File: config.mk
export PLATFORM = sky130hd
export DESIGN_NAME = alu_op_sequencer_flat
export DESIGN_NICKNAME = d
export VERILOG_FILES = /design/src/rtl/alu_pkg.sv /design/src/rtl/alu_op_sequencer_if.sv /design/src/rtl/alu_mul_ctrl.sv /design/src/rtl/alu_op_sequencer.sv /design/src/flat_wrapper.sv
export SDC_FILE = /design/constraint.sdc
export NUM_CORES = 1
export LEC_CHECK = 0
export CORE_MARGIN = 2
export CORE_UTILIZATION = 46
export DETAILED_ROUTE_END_ITERATION = 8
export PLACE_DENSITY = 0.83
export REMOVE_ABC_BUFFERS = 1
export SYNTH_ARGS = -nofsm -noshare
export SYNTH_HDL_FRONTEND = slang
export SYNTH_SLANG_ARGS = --single-unit
File: constraint.sdc
create_clock -name clk -period 2.09 [get_ports clk]
set_input_delay 0.3135 -clock clk [delete_from_list [all_inputs] [get_ports clk]]
set_output_delay 0.3135 -clock clk [all_outputs]
set_load 0.01 [all_outputs]
File: src/rtl/alu_pkg.sv
// Shared definitions for the ALU operation sequencer.
// Holds the ALU select encodings, the macro-op opcodes and the status-flag bit positions.
// Also holds the sequencer FSM state type and the opcode-to-ALU-select mapping.
package alu_pkg;

  // ALU select encodings
  localparam logic [2:0] ADD   = 3'd0;
  localparam logic [2:0] SUB   = 3'd1;
  localparam logic [2:0] SUB_R = 3'd2;
  localparam logic [2:0] INC   = 3'd3;
  localparam logic [2:0] AND   = 3'd4;
  localparam logic [2:0] OR    = 3'd5;
  localparam logic [2:0] XOR   = 3'd6;
  localparam logic [2:0] EQ    = 3'd7;

  // Macro opcodes layered on top of the native 0-7 selects
  localparam logic [3:0] OP_MUL = 4'd8;
  localparam logic [3:0] OP_CMP = 4'd9;
  localparam logic [3:0] OP_ADC = 4'd10;

  // Bit positions inside a {C,Z,N} flag vector
  localparam int unsigned C_FLAG = 2;
  localparam int unsigned Z_FLAG = 1;
  localparam int unsigned N_FLAG = 0;

  typedef enum logic [2:0] {
    StIdle,
    StExec,
    StMulLoop,
    StAdcFix,
    StResp
  } seq_state_e;

  // ALU select used in the EXEC cycle for a legal, non-MUL opcode
  function automatic logic [2:0] op_to_select(logic [3:0] op);
    logic [2:0] sel;
    sel = op[2:0];
    if (op == OP_CMP) sel = SUB;
    if (op == OP_ADC) sel = ADD;
    return sel;
  endfunction

endpackage

File: src/rtl/alu_op_sequencer_if.sv
// Request/response bus between the issue stage and the ALU operation sequencer.
// master: issue side (drives requests, accepts responses).
// slave : sequencer side.
// Request : req_valid, req_ready, req_op[3:0], req_a[W-1:0], req_b[W-1:0].
// Response: rsp_valid, rsp_ready, rsp_result[W-1:0], rsp_flags[2:0] ({C,Z,N}), rsp_err.
interface alu_op_sequencer_if #(
  parameter int unsigned W = 24
);
  logic         req_valid;
  logic         req_ready;
  logic [3:0]   req_op;
  logic [W-1:0] req_a;
  logic [W-1:0] req_b;
  logic         rsp_valid;
  logic         rsp_ready;
  logic [W-1:0] rsp_result;
  logic [2:0]   rsp_flags;
  logic         rsp_err;

  modport master (
    output req_valid, req_op, req_a, req_b, rsp_ready,
    input  req_ready, rsp_valid, rsp_result, rsp_flags, rsp_err
  );

  modport slave (
    input  req_valid, req_op, req_a, req_b, rsp_ready,
    output req_ready, rsp_valid, rsp_result, rsp_flags, rsp_err
  );
endinterface

File: src/rtl/alu_mul_ctrl.sv
// Shift-add multiplier state for the MUL macro-op; the additions run on the external ALU.
// Ports:
//   clk, reset            clock, synchronous active-high reset
//   start                 load acc=0, mcand=a, mplier=b, count=0
//   busy                  sequencer is in the MUL loop this cycle
//   a, b                  multiplicand / multiplier at start
//   alu_result, alu_c     ALU sum acc+mcand and its carry
//   acc_next, mcand_next  next-state values, used to pre-load the ALU operand registers
//   c_sticky_next         OR of carries of all accumulated additions
//   done                  last iteration happens this cycle
module alu_mul_ctrl #(
  parameter int unsigned W     = 24,
  parameter int unsigned CNT_W = 5
) (
  input  logic         clk,
  input  logic         reset,
  input  logic         start,
  input  logic         busy,
  input  logic [W-1:0] a,
  input  logic [W-1:0] b,
  input  logic [W-1:0] alu_result,
  input  logic         alu_c,
  output logic [W-1:0] acc_next,
  output logic [W-1:0] mcand_next,
  output logic         c_sticky_next,
  output logic         done
);

  logic [W-1:0]     acc_q, acc_d;
  logic [W-1:0]     mcand_q, mcand_d;
  logic [W-1:0]     mplier_q, mplier_d;
  logic [CNT_W-1:0] count_q, count_d;
  logic             c_sticky_q, c_sticky_d;

  always_comb begin
    acc_d      = acc_q;
    mcand_d    = mcand_q;
    mplier_d   = mplier_q;
    count_d    = count_q;
    c_sticky_d = c_sticky_q;
    if (start) begin
      acc_d      = '0;
      mcand_d    = a;
      mplier_d   = b;
      count_d    = '0;
      c_sticky_d = 1'b0;
    end else if (busy) begin
      count_d = count_q + 1'b1;
      // Step 0 only primes the ALU operand registers; steps 1..W are the real iterations.
      if (count_q != '0) begin
        if (mplier_q[0]) begin
          acc_d      = alu_result;
          c_sticky_d = c_sticky_q | alu_c;
        end
        mcand_d  = mcand_q << 1;
        mplier_d = mplier_q >> 1;
      end
    end
  end

  assign acc_next      = acc_d;
  assign mcand_next    = mcand_d;
  assign c_sticky_next = c_sticky_d;
  assign done          = busy && (count_q == CNT_W'(W));

  always_ff @(posedge clk) begin
    if (reset) begin
      acc_q      <= '0;
      mcand_q    <= '0;
      mplier_q   <= '0;
      count_q    <= '0;
      c_sticky_q <= 1'b0;
    end else begin
      acc_q      <= acc_d;
      mcand_q    <= mcand_d;
      mplier_q   <= mplier_d;
      count_q    <= count_d;
      c_sticky_q <= c_sticky_d;
    end
  end

endmodule

File: src/rtl/alu_op_sequencer.sv
// Control end of the external W-bit ALU: accepts requests, drives ALU operands, captures the
// combinational result/flags and returns a response. Adds MUL, CMP and ADC macro-ops and owns
// the architectural {C,Z,N} status register.
// Ports:
//   clk, reset                 clock, synchronous active-high reset
//   bus (slave)                request/response handshake
//   alu_a, alu_b, alu_select   registered ALU drive; hold their value when idle
//   alu_carry_in               architectural C flag
//   alu_result, alu_flags      combinational ALU outputs, same cycle
//   stat_flags                 architectural {C,Z,N}
module alu_op_sequencer
  import alu_pkg::*;
#(
  parameter int unsigned W     = 24,
  parameter int unsigned CNT_W = 5
) (
  input  logic                clk,
  input  logic                reset,
  alu_op_sequencer_if.slave   bus,
  output logic [W-1:0]        alu_a,
  output logic [W-1:0]        alu_b,
  output logic [2:0]          alu_select,
  output logic                alu_carry_in,
  input  logic [W-1:0]        alu_result,
  input  logic [2:0]          alu_flags,
  output logic [2:0]          stat_flags
);

  seq_state_e   state_q, state_d;
  logic [3:0]   op_q, op_d;
  logic         adc_fix_q, adc_fix_d;
  logic [W-1:0] alu_a_q, alu_a_d;
  logic [W-1:0] alu_b_q, alu_b_d;
  logic [2:0]   alu_sel_q, alu_sel_d;
  logic [W-1:0] rsp_result_q, rsp_result_d;
  logic [2:0]   rsp_flags_q, rsp_flags_d;
  logic         rsp_err_q, rsp_err_d;
  logic [2:0]   stat_q, stat_d;

  logic         mul_start;
  logic         mul_busy;
  logic         mul_done;
  logic [W-1:0] mul_acc_next;
  logic [W-1:0] mul_mcand_next;
  logic         mul_c_next;

  assign mul_busy = (state_q == StMulLoop);

  alu_mul_ctrl #(
    .W     (W),
    .CNT_W (CNT_W)
  ) u_mul_ctrl (
    .clk           (clk),
    .reset         (reset),
    .start         (mul_start),
    .busy          (mul_busy),
    .a             (bus.req_a),
    .b             (bus.req_b),
    .alu_result    (alu_result),
    .alu_c         (alu_flags[C_FLAG]),
    .acc_next      (mul_acc_next),
    .mcand_next    (mul_mcand_next),
    .c_sticky_next (mul_c_next),
    .done          (mul_done)
  );

  always_comb begin
    state_d      = state_q;
    op_d         = op_q;
    adc_fix_d    = adc_fix_q;
    alu_a_d      = alu_a_q;
    alu_b_d      = alu_b_q;
    alu_sel_d    = alu_sel_q;
    rsp_result_d = rsp_result_q;
    rsp_flags_d  = rsp_flags_q;
    rsp_err_d    = rsp_err_q;
    stat_d       = stat_q;
    mul_start    = 1'b0;

    unique case (state_q)
      StIdle: begin
        if (bus.req_valid) begin
          op_d      = bus.req_op;
          // ADC needs the increment fix-up only when carry is set at accept time
          adc_fix_d = (bus.req_op == OP_ADC) && stat_q[C_FLAG];
          if (bus.req_op == OP_MUL) begin
            mul_start = 1'b1;
            state_d   = StMulLoop;
          end else if (bus.req_op > OP_ADC) begin
            rsp_result_d = '0;
            rsp_flags_d  = '0;
            rsp_err_d    = 1'b1;
            state_d      = StResp;
          end else begin
            alu_a_d   = bus.req_a;
            alu_b_d   = bus.req_b;
            alu_sel_d = op_to_select(bus.req_op);
            state_d   = StExec;
          end
        end
      end
      StExec: begin
        rsp_err_d    = 1'b0;
        rsp_flags_d  = alu_flags;
        rsp_result_d = (op_q == OP_CMP) ? '0 : alu_result;
        if (adc_fix_q) begin
          alu_a_d   = alu_result;
          alu_sel_d = INC;
          state_d   = StAdcFix;
        end else begin
          state_d = StResp;
        end
      end
      StAdcFix: begin
        rsp_result_d         = alu_result;
        rsp_flags_d          = alu_flags;
        rsp_flags_d[C_FLAG]  = alu_flags[C_FLAG] | rsp_flags_q[C_FLAG];
        state_d              = StResp;
      end
      StMulLoop: begin
        // Operand registers track the multiplier's next state so the ALU sees acc+mcand each cycle
        alu_a_d   = mul_acc_next;
        alu_b_d   = mul_mcand_next;
        alu_sel_d = ADD;
        if (mul_done) begin
          rsp_result_d = mul_acc_next;
          rsp_flags_d  = {mul_c_next, (mul_acc_next == '0), mul_acc_next[W-1]};
          rsp_err_d    = 1'b0;
          state_d      = StResp;
        end
      end
      StResp: begin
        if (bus.rsp_ready) begin
          if (!rsp_err_q) stat_d = rsp_flags_q;
          state_d = StIdle;
        end
      end
      default: state_d = StIdle;
    endcase
  end

  always_ff @(posedge clk) begin
    if (reset) begin
      state_q      <= StIdle;
      op_q         <= '0;
      adc_fix_q    <= 1'b0;
      alu_a_q      <= '0;
      alu_b_q      <= '0;
      alu_sel_q    <= '0;
      rsp_result_q <= '0;
      rsp_flags_q  <= '0;
      rsp_err_q    <= 1'b0;
      stat_q       <= '0;
    end else begin
      state_q      <= state_d;
      op_q         <= op_d;
      adc_fix_q    <= adc_fix_d;
      alu_a_q      <= alu_a_d;
      alu_b_q      <= alu_b_d;
      alu_sel_q    <= alu_sel_d;
      rsp_result_q <= rsp_result_d;
      rsp_flags_q  <= rsp_flags_d;
      rsp_err_q    <= rsp_err_d;
      stat_q       <= stat_d;
    end
  end

  assign bus.req_ready  = (state_q == StIdle);
  assign bus.rsp_valid  = (state_q == StResp);
  assign bus.rsp_result = rsp_result_q;
  assign bus.rsp_flags  = rsp_flags_q;
  assign bus.rsp_err    = rsp_err_q;

  assign alu_a        = alu_a_q;
  assign alu_b        = alu_b_q;
  assign alu_select   = alu_sel_q;
  assign alu_carry_in = stat_q[C_FLAG];
  assign stat_flags   = stat_q;

endmodule
File: src/flat_wrapper.sv
// flat-port wrapper written by rule: the top's interface ports become plain ports
module alu_op_sequencer_flat import alu_pkg::*;
#(
  parameter int unsigned W     = 24,
  parameter int unsigned CNT_W = 5
)
  (clk, reset, alu_a, alu_b, alu_select, alu_carry_in, alu_result, alu_flags, stat_flags, bus_req_valid, bus_req_op, bus_req_a, bus_req_b, bus_rsp_ready, bus_req_ready, bus_rsp_valid, bus_rsp_result, bus_rsp_flags, bus_rsp_err);
  alu_op_sequencer_if #(.W(W)) bus_i ();
  input  logic clk;
  input  logic reset;
  output logic [W-1:0] alu_a;
  output logic [W-1:0] alu_b;
  output logic [2:0] alu_select;
  output logic alu_carry_in;
  input  logic [W-1:0] alu_result;
  input  logic [2:0] alu_flags;
  output logic [2:0] stat_flags;
  input wire logic [$bits(bus_i.req_valid)-1:0] bus_req_valid;
  input wire logic [$bits(bus_i.req_op)-1:0] bus_req_op;
  input wire logic [$bits(bus_i.req_a)-1:0] bus_req_a;
  input wire logic [$bits(bus_i.req_b)-1:0] bus_req_b;
  input wire logic [$bits(bus_i.rsp_ready)-1:0] bus_rsp_ready;
  output wire logic [$bits(bus_i.req_ready)-1:0] bus_req_ready;
  output wire logic [$bits(bus_i.rsp_valid)-1:0] bus_rsp_valid;
  output wire logic [$bits(bus_i.rsp_result)-1:0] bus_rsp_result;
  output wire logic [$bits(bus_i.rsp_flags)-1:0] bus_rsp_flags;
  output wire logic [$bits(bus_i.rsp_err)-1:0] bus_rsp_err;
  assign bus_i.req_valid = bus_req_valid;
  assign bus_i.req_op = bus_req_op;
  assign bus_i.req_a = bus_req_a;
  assign bus_i.req_b = bus_req_b;
  assign bus_i.rsp_ready = bus_rsp_ready;
  assign bus_req_ready = bus_i.req_ready;
  assign bus_rsp_valid = bus_i.rsp_valid;
  assign bus_rsp_result = bus_i.rsp_result;
  assign bus_rsp_flags = bus_i.rsp_flags;
  assign bus_rsp_err = bus_i.rsp_err;
  alu_op_sequencer #(.W(W), .CNT_W(CNT_W)) u_core (.clk(clk), .reset(reset), .bus(bus_i), .alu_a(alu_a), .alu_b(alu_b), .alu_select(alu_select), .alu_carry_in(alu_carry_in), .alu_result(alu_result), .alu_flags(alu_flags), .stat_flags(stat_flags));
endmodule
==> results of run 1 <==
==> cells in the mapped netlist, types with 3 or more instances <==
cell type  number  area, um^2
nor2_1        145         544
a21o_1          3        22.5
clkbuf_1       50         188
dfxtp_1       168        3360
nor4_1         11        68.8
xor2_1          3        26.3
a222oi_1       23         230
buf_2          15        75.1
nor2b_1         4        25.0
nand2b_1        8        50.1
nand4_1         4        25.0
buf_6           9         101
inv_1           5        18.8
o21ai_0         5        25.0
a22oi_1        25         188
buf_4           3        22.5
nor3b_1         3        22.5
o22ai_1        24         150
nand2_1       157         589
o2bb2ai_1      27         236
a22o_1         31         272
a311oi_1       25         219
a211oi_1       28         210
nand3_1        16        80.1
nor3_1          5        25.0
a21oi_1        58         290
mux2i_1         8        80.1
==> where the power goes <==
group	leakage [nW]	switching [mW]	internal [mW]
Sequential	1.37	0.0938	3.34
Clock	0.276	1.36	1.69
Combinational	2.11	0.602	0.637
Total	3.76	2.06	5.66
==> worst max-delay path, stage by stage (launching register included) <==
cell and delay, ns:
dfxtp_2 0.32, inv_2 0.06, ha_4 0.13, or4b_4 0.51
buf_6 0.16, a21oi_4 0.16, buf_12 0.15, buf_12 0.14
a222oi_1 0.08, a211oi_1 0.27
==> routing by layer <==
| metal | GRT usage | share of wire |
|---|---|---|
| met3 | 0.0509 | 0.090 |
| met1 | 0.366 | 0.43 |
| met5 | 0 | 0 |
| met4 | 0.104 | 0.026 |
| met2 | 0.412 | 0.46 |
==> logic make-up (layout without fill, tap and decap cells) <==
group,count (synthesis),in the layout,share of synthesized area
AOI/OAI and AO/OA,261,261,0.261
and+or+nand+nor,373,374,0.215
xor gates and xnor gates,5,5,0.00584
buffers and inverters,83,266,0.0545
muxes,9,9,0.0122
adders and majority gates,2,2,0.00334
other,0,1,0
DFF,168,168,0.448
==> what timing repair did <==
item	in CTS	in global routing
setup buffers	1	1
pin swaps	4	25
gates resized for setup	9	17
endpoints found under the setup margin	29	64
cloned	0	2
==> metrics by stage <==
stage	cell area, um^2	power [mW]
finish	10400	7.72
global route	10400	7.97
CTS	10200	7.70
detailed placement	9650	4.70
global placement	9650	4.69
floorplan	7110	3.98
==> flip-flops by register name, indices dropped and copies added, names as in the netlist <==
signal,cells
u_core.alu_a,24
u_core.alu_b,24
u_core.bus.rsp_result,24
u_core.u_mul_ctrl.acc_q,24
u_core.u_mul_ctrl.mcand_q,24
u_core.u_mul_ctrl.mplier_q,24
u_core.u_mul_ctrl.count_q,5
u_core.op_q,4
u_core.alu_select,3
u_core.bus.rsp_flags,3
u_core.stat_flags,3
u_core.state_q,3
u_core.adc_fix_q,1
u_core.bus.rsp_err,1
u_core.u_mul_ctrl.c_sticky_q,1
==> worst max-delay path by stage <==
| stage | endpoint | depth (start not counted) |
|---|---|---|
| after CTS | u_core.alu_a[18]$_SDFFE_PP0P_ | 8 |
| after global routing | u_core.alu_a[11]$_SDFFE_PP0P_ | 8 |
| after floorplan | u_core.u_mul_ctrl.mplier_q[10]$_SDFFE_PP0P_ | 5 |
| after detailed placement | u_core.alu_a[18]$_SDFFE_PP0P_ | 8 |
| final | u_core.alu_a[18]$_SDFFE_PP0P_ | 9 |
| after global placement | u_core.u_mul_ctrl.mplier_q[17]$_SDFFE_PP0P_ | 6 |
==> final cells by class <==
type,count,area (um^2),area share
clock buffer,19,443,0.0428
antenna,1,2.50,0.000242
multi-input combinational,651,3820,0.369
tap,216,270,0.0261
clock inverter,12,120,0.0116
inverter,5,18.8,0.00181
timing repair buffer,230,2310,0.223
sequential,168,3370,0.325
==> impl_metrics.yaml, run 1 <==
placement:
  placed_cells: 1266
  placement.io_buffers: 167
  gp_congestion: 0.873
  post-dp-hpwl_mm: 16.2
  dp_slack_ns: -0.139
sta:
  setup_viol: 0
  holdWs_ns: 0.289
  fin_crit_sh: 0.991
  fin_setup_tns_ns: 0
  slew-limit-headroom: 0.587
  fmax_mhz: 483
  slew_violations: 0
  finalCriticalPeriod_ns: 2.07
  clock_skew_ns: 0.00798
  rsz0062_at_grt: "yes"
  tightest_slew_ns: 0.620
  report.final.hold_viol_count: 0
  timing.final.ws_setup_ns: 0.0179
setup_path:
  reg2regPathDepth: 9
  worstPathMaxFanout: 15
  reg2reg_to: "u_core.alu_a[18]$_SDFFE_PP0P_"
  cp-start-kind: "flop"
  critPathKind: "reg -> reg"
  rrSetupSlack_ns: 0.02
  cp.required_ns: 2.43
  critPathCaptureType: "flop"
  cp-startpoint: "u_core.u_mul_ctrl.count_q[1]$_SDFFE_PP0N_"
  arrival_ns: 2.42
  r2r-start: "u_core.u_mul_ctrl.count_q[1]$_SDFFE_PP0N_"
floorplan:
  die_area_um2: 17300
  die_x_um: 132
  rows: 46
  start_util: 0.472
  core_um2: 15900
  dieHeight_um: 132
  pin_count: 168
yosys:
  syn-cell-area_um2: 7500
  synthArstFlopShare: 0
  synthCells: 901
  yosysSeqAreaShare: 0.448
  syn_area_per_cell_um2: 8.33
  yosysUniqueCellTypes: 56
  ys_ff_latch: 168
  synth_ff_type: "dfxtp_1"
  yosysWarnings: 0
  synth_edf_count: 0
detailed_routing:
  wl_per_cell_um: 18.1
  dr.pass1.iters: 9
  dr.first_iter.drc_count: 916
  antenna_left: 0
  wirelength_mm: 23.6
  via_per_inst: 5.95
  vias: 7750
  remaining_drc_errors: 0
clock_tree:
  cts_buffers: 17
  cts.hold.buffers_added: 0
  clkLatencyLatePin_ns: 0.44
  clock-sinks: 168
  cts_tree: "built"
  root_buffer: "clkbuf_16"
  h-tree-depth: 4
  path_clk_slew_ns: 0.07
  clock_path_buffers: 2
power:
  pwr_density_cell_nw_per_um2: 745
  p_leak_nw: 3.76
  ir_worst_vdd_mv: 0.611
min_path:
  min_path_type: "in -> reg"
  hold_path_end: "u_core.adc_fix_q$_SDFFE_PP0P_"
  whs_path_depth: 2
  min_from: "reset"
global_route:
  antenna_found_initial: 1
  overflow: 0
  grt_start_max_net_pins: 57
  grt_pass1_wl_mm: 37.8
  grt_usage: 0.266
  grt_pass1_vias: 7132
layout:
  final_cell_mix: "dfxtp_1 (166), clkdlybuf4s50_1 (164), nand2_1 (156), nor2_1 (142), a21oi_1 (58)"
  nets: 1158
  drive_above_1_share: 0.113
  final_common_cell: "dfxtp_1"
  fin_util: 0.652
  area_delta_synth_final_pct: 38.1
  fin_cells: 1302
  fill_cells: 1290
outcome:
  outcome: "finished clean"
job:
  max_cap_violations: 0
(Power assumes the default switching activity.)
==> run 2: changes to the inputs <==
--- a/config.mk
+++ b/config.mk
@@ -5,7 +5,6 @@
 export SDC_FILE = /design/constraint.sdc
 export NUM_CORES = 1
 export LEC_CHECK = 0
-export CORE_MARGIN = 2
 export CORE_UTILIZATION = 46
 export DETAILED_ROUTE_END_ITERATION = 8
 export PLACE_DENSITY = 0.83
==> run 2 against run 1 <==
Compared with the run above: combinational power about the same; critical path depth stayed put; largest power group unchanged; worst setup slack lost 0.0030 ns; routed wire length shrank 2.3%; highest routed layer unchanged.
==> impl_metrics.yaml, run 2 (synthesis gave the netlist of run 1 again) <==
detailed_routing:
  wl_per_cell_um: 17.7
  antenna_left: 0
  remaining_drc_errors: 0
  via_per_inst: 5.89
  dr.first_iter.drc_count: 895
  vias: 7653
  dr.pass1.iters: 7
  wirelength_mm: 23.0
global_route:
  busiest_layer: "met2"
  grt_usage: 0.275
  antenna_found_initial: 0
  overflow: 0
  grt_start_max_net_pins: 53
  grt_pass1_vias: 7103
  grt_pass1_wl_mm: 36.1
  grt.met1_usage: 0.368
  met3_usage: 0.0447
  grt.met2_usage: 0.446
min_path:
  min_path_type: "in -> reg"
placement:
  post-dp-hpwl_mm: 16.2
  placement.io_buffers: 167
  place_area_um2: 9660
  gp_congestion: 0.898
  placed_cells: 1264
floorplan:
  rows: 46
  core_um2: 15900
  pin_count: 168
  die_area_um2: 16800
  start_util: 0.472
  die_x_um: 130
  dieHeight_um: 130
power:
  finalPower_mw: 7.94
  ir_worst_vdd_mv: 0.621
  p_leak_nw: 3.76
  pwr_density_cell_nw_per_um2: 763
setup_path:
  critPathCaptureType: "flop"
  worstPathMaxFanout: 12
  arrival_ns: 2.41
  cp-start-kind: "flop"
  cp.required_ns: 2.43
  critPathKind: "reg -> reg"
sta:
  slew_violations: 0
  clock_skew_ns: 0.0137
  fin_crit_sh: 0.993
  fin_setup_tns_ns: 0
  slew-limit-headroom: 0.701
  setup_viol: 0
  finalCriticalPeriod_ns: 2.08
  rsz0062_at_grt: "yes"
  report.final.hold_viol_count: 0
  tightest_slew_ns: 0.444
  holdWs_ns: 0.289
  fmax_mhz: 482
clock_tree:
  h-tree-depth: 4
  path_clk_slew_ns: 0.06
  clkLatencyLatePin_ns: 0.44
  clock_path_buffers: 2
  clock-sinks: 168
  cts_tree: "built"
  cts.hold.buffers_added: 0
  cts_buffers: 17
  root_buffer: "clkbuf_16"
layout:
  final_cell_mix: "dfxtp_1 (166), clkdlybuf4s50_1 (164), nand2_1 (157), nor2_1 (142), a21oi_1 (57)"
  ff_latch_area_um2: 3370
  drive_above_1_share: 0.113
  fin_cells: 1299
  fill_cells: 1319
  fin_area_um2: 10400
  multi_input_area_um2: 3810
  insertedDiodeCount: 0
  final_common_cell: "dfxtp_1"
  area_delta_synth_final_pct: 38.7
  nets: 1155
job:
  max_cap_violations: 0
outcome:
  outcome: "finished clean"
==> run 2: changes by cell type in the layout (fill, tap and decap cells not counted), moves of 3 or more <==
cell      change
clkinv_4      -3
buf_6         -3
inv_8         +3
buf_4         -3
==> run 2: layout make-up <==
class,instances,share of cell area
clock buffers,18,0.0422
clock inverters,14,0.0172
inverters,5,0.00180
multi-input cells,650,0.367
flip-flops and latches,168,0.323
well taps,216,0.0260
repair buffers,228,0.223
==> run 2: worst max-delay path, stage by stage, from the launching register on <==
cell and delay (ns):
dfxtp_2 0.32, inv_2 0.06, ha_4 0.12, or4b_4 0.50, buf_4 0.18, a21oi_4 0.17
buf_12 0.15, buf_12 0.13, a222oi_1 0.10, a211oi_1 0.25
==> run 2: power breakdown <==
group | switching, mW | internal (mW)
logic | 0.601 | 0.634
clock network | 1.43 | 1.85
registers | 0.0875 | 3.34
total | 2.12 | 5.82
==> run 2: through the flow <==
stage | util | setup WS, ns
finish | 0.655 | 0.0149
global route | 0.655 | -0.0286
CTS | 0.648 | 0.00635
detailed placement | 0.608 | -0.127
global placement | 0.608 | -0.0778
floorplan | - | -2.11
==> run 2: final timing paths <==
| check | slack (ns) | cells past startpoint | from | end |
|---|---|---|---|---|
| worst max register to register | 0.01 | 9 | u_core.u_mul_ctrl.count_q[1]$_SDFFE_PP0N_ | u_core.alu_a[1]$_SDFFE_PP0P_ |
| worst min register to register | 0.46 | 2 | u_core.u_mul_ctrl.mplier_q[11]$_SDFFE_PP0P_ | u_core.u_mul_ctrl.mplier_q[11]$_SDFFE_PP0P_ |
| worst max-delay path | 0.01 | 9 | u_core.u_mul_ctrl.count_q[1]$_SDFFE_PP0N_ | u_core.alu_a[1]$_SDFFE_PP0P_ |
| worst min-delay path | 0.29 | 2 | reset | u_core.state_q[1]$_SDFFE_PP0P_ |
==> run 2: repair_timing <==
item	in CTS	in global routing
resized for setup	8	15
endpoints found under the setup margin	15	59
pin swaps	3	13
gates cloned	0	2
setup buffers	0	1
==> run 2: routing by layer <==
| layer | wire length (um) | up-vias | part of all wire |
|---|---|---|---|
| met5 | 0 | - | 0 |
| met4 | 539 | 0 | 0.023 |
| met3 | 2010 | 49 | 0.087 |
| met2 | 10800 | 375 | 0.47 |
| met1 | 9670 | 3603 | 0.42 |
| li1 | - | 3626 | - |
